`config.mk`:
```
export PLATFORM = sky130hd
export DESIGN_NAME = fpau_sched
export DESIGN_NICKNAME = d
export VERILOG_FILES = /design/src/rtl/fpau_sched_pkg.sv /design/src/rtl/fpau_req_fifo.sv /design/src/rtl/fpau_sched.sv
export SDC_FILE = /design/constraint.sdc
export NUM_CORES = 1
export LEC_CHECK = 0
export BUFFER_PORTS_ARGS = -buffer_cell sky130_fd_sc_hd__buf_2
export CAP_MARGIN = 0
export CELL_PAD_IN_SITES_DETAIL_PLACEMENT = 1
export CELL_PAD_IN_SITES_GLOBAL_PLACEMENT = 2
export CORE_MARGIN = 3
export CORE_UTILIZATION = 30
export CTS_BUF_LIST = sky130_fd_sc_hd__clkbuf_2 sky130_fd_sc_hd__clkbuf_4 sky130_fd_sc_hd__clkbuf_8
export DETAILED_ROUTE_END_ITERATION = 10
export PLACE_DENSITY = 0.71
export SLEW_MARGIN = 20
export SYNTH_ARGS = -nofsm -noshare
export SYNTH_HDL_FRONTEND = slang
export SYNTH_SLANG_ARGS = --single-unit
```
`constraint.sdc`:
```
create_clock -name clk -period 3.5 [get_ports clk]
set_clock_uncertainty 0.2 [all_clocks]
set_input_delay 0.7 -clock clk [delete_from_list [all_inputs] [get_ports clk]]
set_output_delay 0.7 -clock clk [all_outputs]
set_load 0.03 [all_outputs]
```
`src/rtl/fpau_sched_pkg.sv`:
```
// fpau_sched_pkg -- shared definitions for the FP arithmetic-unit scheduler.
//   state_t      : scheduler FSM states
//   *_DEF        : default parameter values used by fpau_sched
package fpau_sched_pkg;

  localparam int unsigned DEPTH_DEF   = 4;
  localparam int unsigned TAG_W_DEF   = 4;
  localparam int unsigned OP_W_DEF    = 6;
  localparam int unsigned TIMEOUT_DEF = 63;

  // Request payload carries op code, two 32-bit operands and the tag.
  localparam int unsigned OPND_BITS = 64;

  typedef enum logic [1:0] {
    ST_IDLE,
    ST_ISSUE,
    ST_WAIT,
    ST_HOLD
  } state_t;

  function automatic int unsigned payload_width(input int unsigned op_w,
                                                input int unsigned tag_w);
    return op_w + OPND_BITS + tag_w;
  endfunction

endpackage

```
`src/rtl/fpau_req_fifo.sv`:
```
// fpau_req_fifo -- request queue for fpau_sched.
//   clk, rstn     : clock, asynchronous active-low reset (empties the queue)
//   push/push_data: write one entry (caller guarantees not full)
//   pop           : drop the head entry (caller guarantees not empty)
//   head          : current head entry
//   count         : occupancy, 0..DEPTH
module fpau_req_fifo #(
  parameter int unsigned DEPTH = 4,
  parameter int unsigned W     = 74
) (
  input  logic                     clk,
  input  logic                     rstn,
  input  logic                     push,
  input  logic [W-1:0]             push_data,
  input  logic                     pop,
  output logic [W-1:0]             head,
  output logic [$clog2(DEPTH):0]   count
);

  localparam int unsigned PTR_W = $clog2(DEPTH);

  logic [W-1:0]     mem [DEPTH];
  logic [PTR_W-1:0] wr_ptr;
  logic [PTR_W-1:0] rd_ptr;

  // Storage needs no reset: an entry is only read after it has been written.
  always_ff @(posedge clk) begin
    if (push) begin
      mem[wr_ptr] <= push_data;
    end
  end

  // DEPTH is a power of two, so the pointers wrap naturally.
  always_ff @(posedge clk or negedge rstn) begin
    if (!rstn) begin
      wr_ptr <= '0;
      rd_ptr <= '0;
      count  <= '0;
    end else begin
      if (push) begin
        wr_ptr <= wr_ptr + 1'b1;
      end
      if (pop) begin
        rd_ptr <= rd_ptr + 1'b1;
      end
      case ({push, pop})
        2'b10:   count <= count + 1'b1;
        2'b01:   count <= count - 1'b1;
        default: count <= count;
      endcase
    end
  end

  assign head = mem[rd_ptr];

endmodule

```
`src/rtl/fpau_sched.sv`:
```
// fpau_sched -- queues requests and issues them one at a time to an external
// arithmetic unit bank, waiting for completion or a timeout, then presents
// the result (in request order) on an output handshake.
//   clk, rstn                      : clock, asynchronous active-low reset
//   in_valid/in_ready              : request handshake
//   in_op, in_x1, in_x2, in_tag    : request payload
//   u_ready                        : one-cycle start pulse to the unit bank
//   u_op, u_x1, u_x2               : operands, held from issue until completion
//   u_valid, u_y32, u_y1           : unit bank completion and results
//   out_valid/out_ready            : result handshake
//   out_y32, out_y1, out_tag, out_err : result payload (out_err = timed out)
//   count                          : request queue occupancy
//   busy                           : scheduler not idle
module fpau_sched
  import fpau_sched_pkg::*;
#(
  parameter int unsigned DEPTH   = DEPTH_DEF,
  parameter int unsigned TAG_W   = TAG_W_DEF,
  parameter int unsigned OP_W    = OP_W_DEF,
  parameter int unsigned TIMEOUT = TIMEOUT_DEF
) (
  input  logic                   clk,
  input  logic                   rstn,
  input  logic                   in_valid,
  output logic                   in_ready,
  input  logic [OP_W-1:0]        in_op,
  input  logic [31:0]            in_x1,
  input  logic [31:0]            in_x2,
  input  logic [TAG_W-1:0]       in_tag,
  output logic                   u_ready,
  output logic [OP_W-1:0]        u_op,
  output logic [31:0]            u_x1,
  output logic [31:0]            u_x2,
  input  logic                   u_valid,
  input  logic [31:0]            u_y32,
  input  logic                   u_y1,
  output logic                   out_valid,
  input  logic                   out_ready,
  output logic [31:0]            out_y32,
  output logic                   out_y1,
  output logic [TAG_W-1:0]       out_tag,
  output logic                   out_err,
  output logic [$clog2(DEPTH):0] count,
  output logic                   busy
);

  localparam int unsigned PW    = payload_width(OP_W, TAG_W);
  localparam int unsigned CNT_W = $clog2(DEPTH) + 1;
  localparam int unsigned TMR_W = $clog2(TIMEOUT + 1);

  state_t           state;
  logic [TMR_W-1:0] timer;
  logic [TAG_W-1:0] tag_q;

  logic             push;
  logic             pop;
  logic [PW-1:0]    push_data;
  logic [PW-1:0]    head;
  logic [OP_W-1:0]  head_op;
  logic [31:0]      head_x1;
  logic [31:0]      head_x2;
  logic [TAG_W-1:0] head_tag;
  logic             done;

  assign in_ready  = (count < CNT_W'(DEPTH));
  assign push      = in_valid && in_ready;
  assign pop       = (state == ST_IDLE) && (count != '0);
  assign push_data = {in_op, in_x1, in_x2, in_tag};
  assign {head_op, head_x1, head_x2, head_tag} = head;

  fpau_req_fifo #(
    .DEPTH (DEPTH),
    .W     (PW)
  ) u_fifo (
    .clk       (clk),
    .rstn      (rstn),
    .push      (push),
    .push_data (push_data),
    .pop       (pop),
    .head      (head),
    .count     (count)
  );

  // ISSUE and WAIT share one completion path; u_valid takes priority over
  // the timeout, and u_valid is only looked at while an op is in flight.
  // The timer also advances in ISSUE so WAIT's first cycle sees timer==1,
  // making a timeout land exactly TIMEOUT+1 cycles after the start pulse.
  always_comb begin
    done = 1'b0;
    if (state == ST_ISSUE) begin
      done = u_valid;
    end else if (state == ST_WAIT) begin
      done = u_valid || (timer == TMR_W'(TIMEOUT));
    end
  end

  always_ff @(posedge clk or negedge rstn) begin
    if (!rstn) begin
      state     <= ST_IDLE;
      timer     <= '0;
      tag_q     <= '0;
      u_ready   <= 1'b0;
      u_op      <= '0;
      u_x1      <= '0;
      u_x2      <= '0;
      out_valid <= 1'b0;
      out_y32   <= '0;
      out_y1    <= 1'b0;
      out_tag   <= '0;
      out_err   <= 1'b0;
      busy      <= 1'b0;
    end else begin
      case (state)
        ST_IDLE: begin
          if (count != '0) begin
            state   <= ST_ISSUE;
            timer   <= '0;
            u_ready <= 1'b1;
            busy    <= 1'b1;
            u_op    <= head_op;
            u_x1    <= head_x1;
            u_x2    <= head_x2;
            tag_q   <= head_tag;
          end
        end

        ST_ISSUE, ST_WAIT: begin
          u_ready <= 1'b0;
          timer   <= timer + 1'b1;
          if (done) begin
            state     <= ST_HOLD;
            out_valid <= 1'b1;
            out_y32   <= u_valid ? u_y32 : '0;
            out_y1    <= u_valid ? u_y1 : 1'b0;
            out_err   <= !u_valid;
            out_tag   <= tag_q;
            u_op      <= '0;
            u_x1      <= '0;
            u_x2      <= '0;
          end else begin
            state <= ST_WAIT;
          end
        end

        ST_HOLD: begin
          if (out_ready) begin
            state     <= ST_IDLE;
            out_valid <= 1'b0;
            out_y32   <= '0;
            out_y1    <= 1'b0;
            out_err   <= 1'b0;
            out_tag   <= '0;
            busy      <= 1'b0;
          end
        end

        default: begin
          state <= ST_IDLE;
        end
      endcase
    end
  end

endmodule

```
==> parameters.txt, run 1 <==
Parameter                              Value

Clock network
  Root Buffer    sky130_fd_sc_hd__clkbuf_8
  CTS HTree Levels    3
  Post-CTS Repair Setup Buffers    0
  Maximum clock insertion buffer count    3
  Number of buffers added by the clock tree synthesis step    75
  Clock input transition at the sequential cells of the worst setup and hold paths    0.07 ns
  Skew-Pair Late Insertion Delay    0.63 ns
  CTS tree    done
  Number of sinks on the clock net    426

Worst setup path
  Arrival time at the worst endpoint    2.94 ns
  Worst Path Max Fanout    27
  Critical path data required time    3.80 ns
  Crit path kind    register to register
  Category of the worst setup path launch point    register
  Endpoint kind of the worst setup timing path    register

Logic synthesis
  Synthesized cell area    0.0163 mm^2
  Synthesized Nets    965
  Average instance area after synthesis    19.4 um^2
  Largest cells by area after synthesis    sky130_fd_sc_hd__edfxtp_1 (55%), sky130_fd_sc_hd__dfrtp_1 (20%), sky130_fd_sc_hd__mux4_2 (10%), sky130_fd_sc_hd__nor4b_1 (3.8%), sky130_fd_sc_hd__a21o_1 (3.2%)
  Cell with the most instances after synthesis    sky130_fd_sc_hd__edfxtp_1
  Flops & latches, synth    426
  Commonest cells post-synth    sky130_fd_sc_hd__edfxtp_1 (296), sky130_fd_sc_hd__dfrtp_1 (130), sky130_fd_sc_hd__mux4_2 (74)
  Share of synthesized area occupied by flip-flops and latches    74.6%
  Count of warnings emitted by yosys    0
  Synthesized netlist cell count    841
  Ys flop type    sky130_fd_sc_hd__edfxtp_1
  Area fraction of the dominant cell type after synthesis    54.6%
  Number of flops mapped to enable cells by yosys    296
  Count of different cell masters after synthesis    42
  Cell taking the most area after synthesis    sky130_fd_sc_hd__edfxtp_1
  Asr flop ratio synth    30.5%

Timing
  Setup repair after global routing missed its margin    false
  Final setup violating endpoints    0
  Max frequency    380 MHz
  Final number of max-transition violations    0
  Final critical-path share of the clock period    75.2%
  Sum of negative setup slack    0 ns
  Hold Violations, Final    0
  Tightest Pin Transition    0.804 ns
  Clock period minus final worst setup slack    2.63 ns
  Worst rel slew slack    45.7%

Die
  Area inside the core boundary    0.0531 mm^2
  Height of the die    239 um
  Standard-cell row count    84
  Starting density of the core    30.7%
  X dimension of the die    239 um
  Die Outline Area    0.0571 mm^2
  Number of primary I/O pins    227

Routing
  Vias post-DR    9,047
  DRC errors left    0
  Wire length per cell after detailed routing    22.6 um
  Detail-routed via count per cell    4.84
  Number of nets with antenna violations after routing    0
  Final WL    42,200 um
  Number of search-and-repair iterations in the first detailed-routing pass    5
  Number of DRC markers after the initial detailed-route iteration    604

Worst hold path
  Hold Path Class    input port to register

Placed design
  Number of buffer cells added on primary ports    226
  Placer Congestion    0.726
  Detailed-placement wirelength estimate    26,500 um
  Placement-stage cell area    0.0183 mm^2

Power
  Switching Power    7.28 mW
  Internal    12.4 mW
  Clock network power share    24.6%
  Highest ir drop seen on vdd    0.496 mV
  Power density normalized to cell area    987 mW/mm^2
  Sequential fraction of design power    37.9%
  Combinational group share of total power    37.5%
  Pleak    8.06 nW
  Sw Share    37.0%

Cells and area
  Layout Area Growth over Synthesis    22.7%
  Final core utilization    37.6%
  Fraction of final layout cells with drive strength greater than 1    40.5%
  Final net count    1,243
  Post-route cell area    0.0200 mm^2

Global route
  Initial antenna violation count    9
  Overflow after GRT    0
  Pin count of the biggest net entering global routing    74
  Vias in the first global route    9,972
  Total global routing track utilization    14.9%
  First-pass GRT wire length    63,400 um

Run
  Max capacitance violation total    0

Status
  Result of the run    complete, no violations
## final timing paths
path	start	to	slack, ns	depth (start not counted)
hold / removal	in_x2[4]	u_fifo.mem[2][8]	0.09	1
setup reg to reg	state[1]	u_x1[15]	0.87	7
setup / recovery	state[1]	u_x1[15]	0.87	7
min in group asynchronous	rstn	out_y32[30]	0.43	2
hold reg to reg	u_x1[27]	u_x1[27]	0.27	1
max in group asynchronous	rstn	out_y32[23]	1.84	3
## flip-flops by register name (all words and copies together), names as in the netlist, 2 cells and up
| signal | flops |
|---|---|
| out_tag | 4 |
| u_fifo.mem | 296 |
| u_fifo.count | 3 |
| timer | 6 |
| u_x1 | 32 |
| out_y32 | 32 |
| u_x2 | 32 |
| state | 2 |
| u_op | 6 |
| tag_q | 4 |
| u_fifo.rd_ptr | 2 |
| u_fifo.wr_ptr | 2 |
## layout by cell type, fill, tap and decap left out, drive strengths merged, types with 2 or more instances in the layout
master	n
and3	3
nor2	10
xnor2	8
diode	3
edfxtp	296
nor4b	70
bufinv	4
o21ai	8
inv	16
a22o	38
dfrtp	130
a21o	70
mux4	74
clkinv	19
clkbuf	109
nor4	2
nor2b	3
nand2	23
and2	4
ha	11
xor2	2
buf	260
mux2	2
## repair_timing
item,in CTS,in global routing
resized for setup,0,0
hold buffers,1,0
hold endpoints to repair,52,0
## area by class of cell
cell class	instances	area, um^2
diodes	3	7.51
clock inverters	27	238
repair buffers	261	1470
fillers	5339	33100
flip-flops and latches	426	12100
clock buffers	109	1370
multi-input cells	343	3840
well taps	688	861
inverters	12	45.0
## kinds of logic (layout without fill, tap and decap cells)
kind of cell / Yosys count / after routing / share of synthesized area [%]
adders and majority gates: 12 / 12 / 0.968
and+or+nand+nor: 122 / 122 / 5.39
other: 0 / 3 / 0
buffers and inverters: 72 / 409 / 2.14
AOI/OAI and AO/OA: 123 / 123 / 6.02
muxes: 76 / 76 / 10.4
xor gates and xnor gates: 10 / 10 / 0.538
DFF: 426 / 426 / 74.6
## metrics by stage
| stage | worst slack (ns) | cells | hold slack, ns | total power [mW] |
|---|---|---|---|---|
| 2_1_floorplan | 0.0556 | 841 | 0.204 | 12.6 |
| 3_3_place_gp | 0.923 | 1729 | 0.257 | 15.0 |
| 3_5_place_dp | 0.836 | 1729 | 0.262 | 15.1 |
| 4_1_cts | 0.809 | 1866 | 0.0167 | 20.1 |
| 5_1_grt | 0.712 | 1866 | 0.0382 | 20.9 |
| 6_report | 0.867 | 1869 | 0.0902 | 19.7 |
## power by group through the flow
| stage | clock network, mW | logic (mW) | registers (mW) |
|---|---|---|---|
| after floorplan | 0 | 4.24 | 8.37 |
| after global placement | 0 | 7.42 | 7.55 |
| after detailed placement | 0 | 7.52 | 7.60 |
| after CTS | 5.02 | 7.55 | 7.51 |
| after global routing | 5.28 | 7.99 | 7.64 |
| final | 4.84 | 7.39 | 7.47 |
## critical path: stages (launching register included)
cell and delay [ns]:
sky130_fd_sc_hd__dfrtp_1 0.44, sky130_fd_sc_hd__inv_1 0.12, sky130_fd_sc_hd__ha_1 0.24, sky130_fd_sc_hd__nand4b_4 0.20, sky130_fd_sc_hd__o311ai_4 0.37, sky130_fd_sc_hd__nand2_4 0.33
sky130_fd_sc_hd__buf_4 0.36, sky130_fd_sc_hd__a21o_1 0.21
## layer usage
| layer | vias to the layer above | share of wire (%) | global-route usage, % |
|---|---|---|---|
| li1 | 3952 | - | - |
| met3 | 57 | 7.2 | 4.38 |
| met4 | 4 | 1.6 | 4.32 |
| met5 | - | 0.038 | 0 |
| met1 | 4722 | 44 | 19.6 |
| met2 | 312 | 47 | 24.0 |
Power figures use the tool's default switching activity.
==> run 2: changes to the inputs <==
clock period = 2.45 ns   (was 3.5 ns; I/O delays follow)
==> run 2 against run 1 <==
  * Utilization is 2.4 points higher
  * Sequential power is 41% higher
  * Routed wire length is 0.24% higher
  * Combinational power is 52% higher
  * Final cell count is 6.3% higher
  * Non-clock buffer count is 120 higher
  * First-iteration DRC count is 21% lower
  * Critical path type unchanged
  * Critical endpoint is now u_x2[10]
  * Largest power group is now combinational cells
==> parameters.txt, run 2 (synthesis results as in run 1) <==
Parameter                              Value

Status
  Result of the run    complete, no violations

Power
  Pleak    8.59 nW
  Highest ir drop seen on vdd    0.701 mV
  Power density normalized to cell area    1340 mW/mm^2

Routing
  Number of search-and-repair iterations in the first detailed-routing pass    4
  DRC errors left    0
  Final WL    42,300 um
  Number of nets with antenna violations after routing    0
  Wire length per cell after detailed routing    21.3 um
  Number of DRC markers after the initial detailed-route iteration    476
  Vias post-DR    9,478
  Detail-routed via count per cell    4.77

Clock network
  Number of sinks on the clock net    426
  Maximum clock insertion buffer count    3
  Number of buffers added by the clock tree synthesis step    74
  Skew-Pair Late Insertion Delay    0.63 ns
  CTS HTree Levels    3
  Post-CTS Repair Setup Buffers    0
  Clock input transition at the sequential cells of the worst setup and hold paths    0.06 ns
  CTS tree    done
  Root Buffer    sky130_fd_sc_hd__clkbuf_8

Global route
  First-pass GRT wire length    64,800 um
  Pin count of the biggest net entering global routing    48
  Total global routing track utilization    15.0%
  Initial antenna violation count    3
  Vias in the first global route    10,600
  Overflow after GRT    0

Worst setup path
  Category of the worst setup path launch point    register
  Endpoint kind of the worst setup timing path    register
  Worst reg2reg path endpoint    u_x2[10]
  Crit path kind    register to register
  Worst r2r src    state[0]
  Critical path data required time    2.75 ns
  Number of cells on the worst reg-to-reg path    6
  Worst setup slack for register-to-register paths    0.08 ns
  Arrival time at the worst endpoint    2.67 ns
  Worst Path Max Fanout    23

Timing
  Sum of negative setup slack    0 ns
  Final number of max-transition violations    0
  Hold Violations, Final    0
  Final setup violating endpoints    0
  Tightest Pin Transition    0.567 ns
  Setup repair after global routing missed its margin    true
  Clock period minus final worst setup slack    2.37 ns
  Worst Setup Slack, final    0.0841 ns
  Worst rel slew slack    62.2%
  Final critical-path share of the clock period    96.6%
  Max frequency    423 MHz

Cells and area
  Top register by number of flip-flops    u_fifo.mem
  Layout Area Growth over Synthesis    30.6%
  Final net count    1,362
  Number of flip-flops in the largest register    296
  Most common cell after layout, fill and taps aside    sky130_fd_sc_hd__edfxtp_1
  Register Area    0.0121 mm^2
  Number of fillers in the final layout    5,294
  Most frequent cells in the layout    sky130_fd_sc_hd__edfxtp_1 (296), sky130_fd_sc_hd__buf_2 (225), sky130_fd_sc_hd__dfrtp_1 (128)
  Area of the multi-input gates    0.00384 mm^2
  Fraction of final layout cells with drive strength greater than 1    37.5%

Die
  X dimension of the die    239 um
  Starting density of the core    30.7%
  Number of primary I/O pins    227
  Area inside the core boundary    0.0531 mm^2
  Die Outline Area    0.0571 mm^2
  Standard-cell row count    84
  Height of the die    239 um

Placed design
  Detailed-placement wirelength estimate    25,100 um
  Number of buffer cells added on primary ports    226
  Worst-case setup slack after placement    0.0433 ns
  Placer Congestion    0.739

Worst hold path
  Hold Path Class    input port to register
  Cell depth of the worst min-delay path    4
  Hold Crit Endpoint    u_fifo.wr_ptr[0]
  Source of the worst hold timing path    in_valid

Run
  Max capacitance violation total    0
run 2: final cells by class:
| class | instances | share of cell area [%] |
|---|---|---|
| Clock inverter | 25 | 1.02 |
| Multi-Input combinational cell | 343 | 18.0 |
| Antenna cell | 3 | 0.0353 |
| Clock buffer | 108 | 6.28 |
| Inverter | 12 | 0.212 |
| Sequential cell | 426 | 57.1 |
| Timing Repair Buffer | 381 | 13.2 |
| Tap cell | 688 | 4.05 |
run 2: layer usage:
layer / track usage (%) / part of all wire, %
met5: 0 / 0
met4: 4.71 / 2.4
met3: 4.00 / 5.1
met2: 24.7 / 48
met1: 19.3 / 44
run 2: worst max-delay path by stage:
stage                          from               end  slack [ns]  depth (start not counted)
global route               state[0]          u_x2[12]       -0.03                          6
global placement           state[0]          u_x2[26]        0.11                          6
floorplan           u_fifo.count[2]  u_fifo.mem[0][0]       -0.04                          3
detailed placement         state[0]          u_x2[23]        0.04                          6
finish                     state[0]          u_x2[10]        0.08                          6
CTS                        state[0]          u_x2[10]        0.07                          6
run 2: worst max-delay path, cell delays in order, from the launching register on:
cell and delay (ns):
sky130_fd_sc_hd__dfrtp_1 0.46, sky130_fd_sc_hd__ha_1 0.28, sky130_fd_sc_hd__nand4b_4 0.20, sky130_fd_sc_hd__o311ai_4 0.39, sky130_fd_sc_hd__nand2_4 0.29, sky130_fd_sc_hd__buf_12 0.26, sky130_fd_sc_hd__a21o_1 0.19
run 2: per-stage QoR:
step	instance area, um^2	util, %	std cells	power (mW)	hold slack (ns)
after floorplan	16300	-	841	18.0	-0.00559
after global placement	18600	35.1	1740	21.7	0.259
after detailed placement	18600	35.1	1740	22.0	0.262
after CTS	21300	40.1	1983	29.0	0.120
after global routing	21300	40.1	1985	30.3	0.181
final	21300	40.1	1986	28.5	0.201
run 2: what timing repair did:
action | CTS | global route
endpoints found under the hold margin | 372 | 0
gates resized for setup | 0 | 1
hold buffers | 110 | 0
setup endpoints to repair | 0 | 44
run 2: where the power goes:
| part | switching, mW | internal (mW) | leakage, nW | total, mW |
|---|---|---|---|---|
| logic | 6.53 | 4.71 | 3.42 | 11.2 |
| registers | 1.01 | 9.53 | 4.35 | 10.5 |
| clock network | 2.91 | 3.83 | 0.820 | 6.74 |
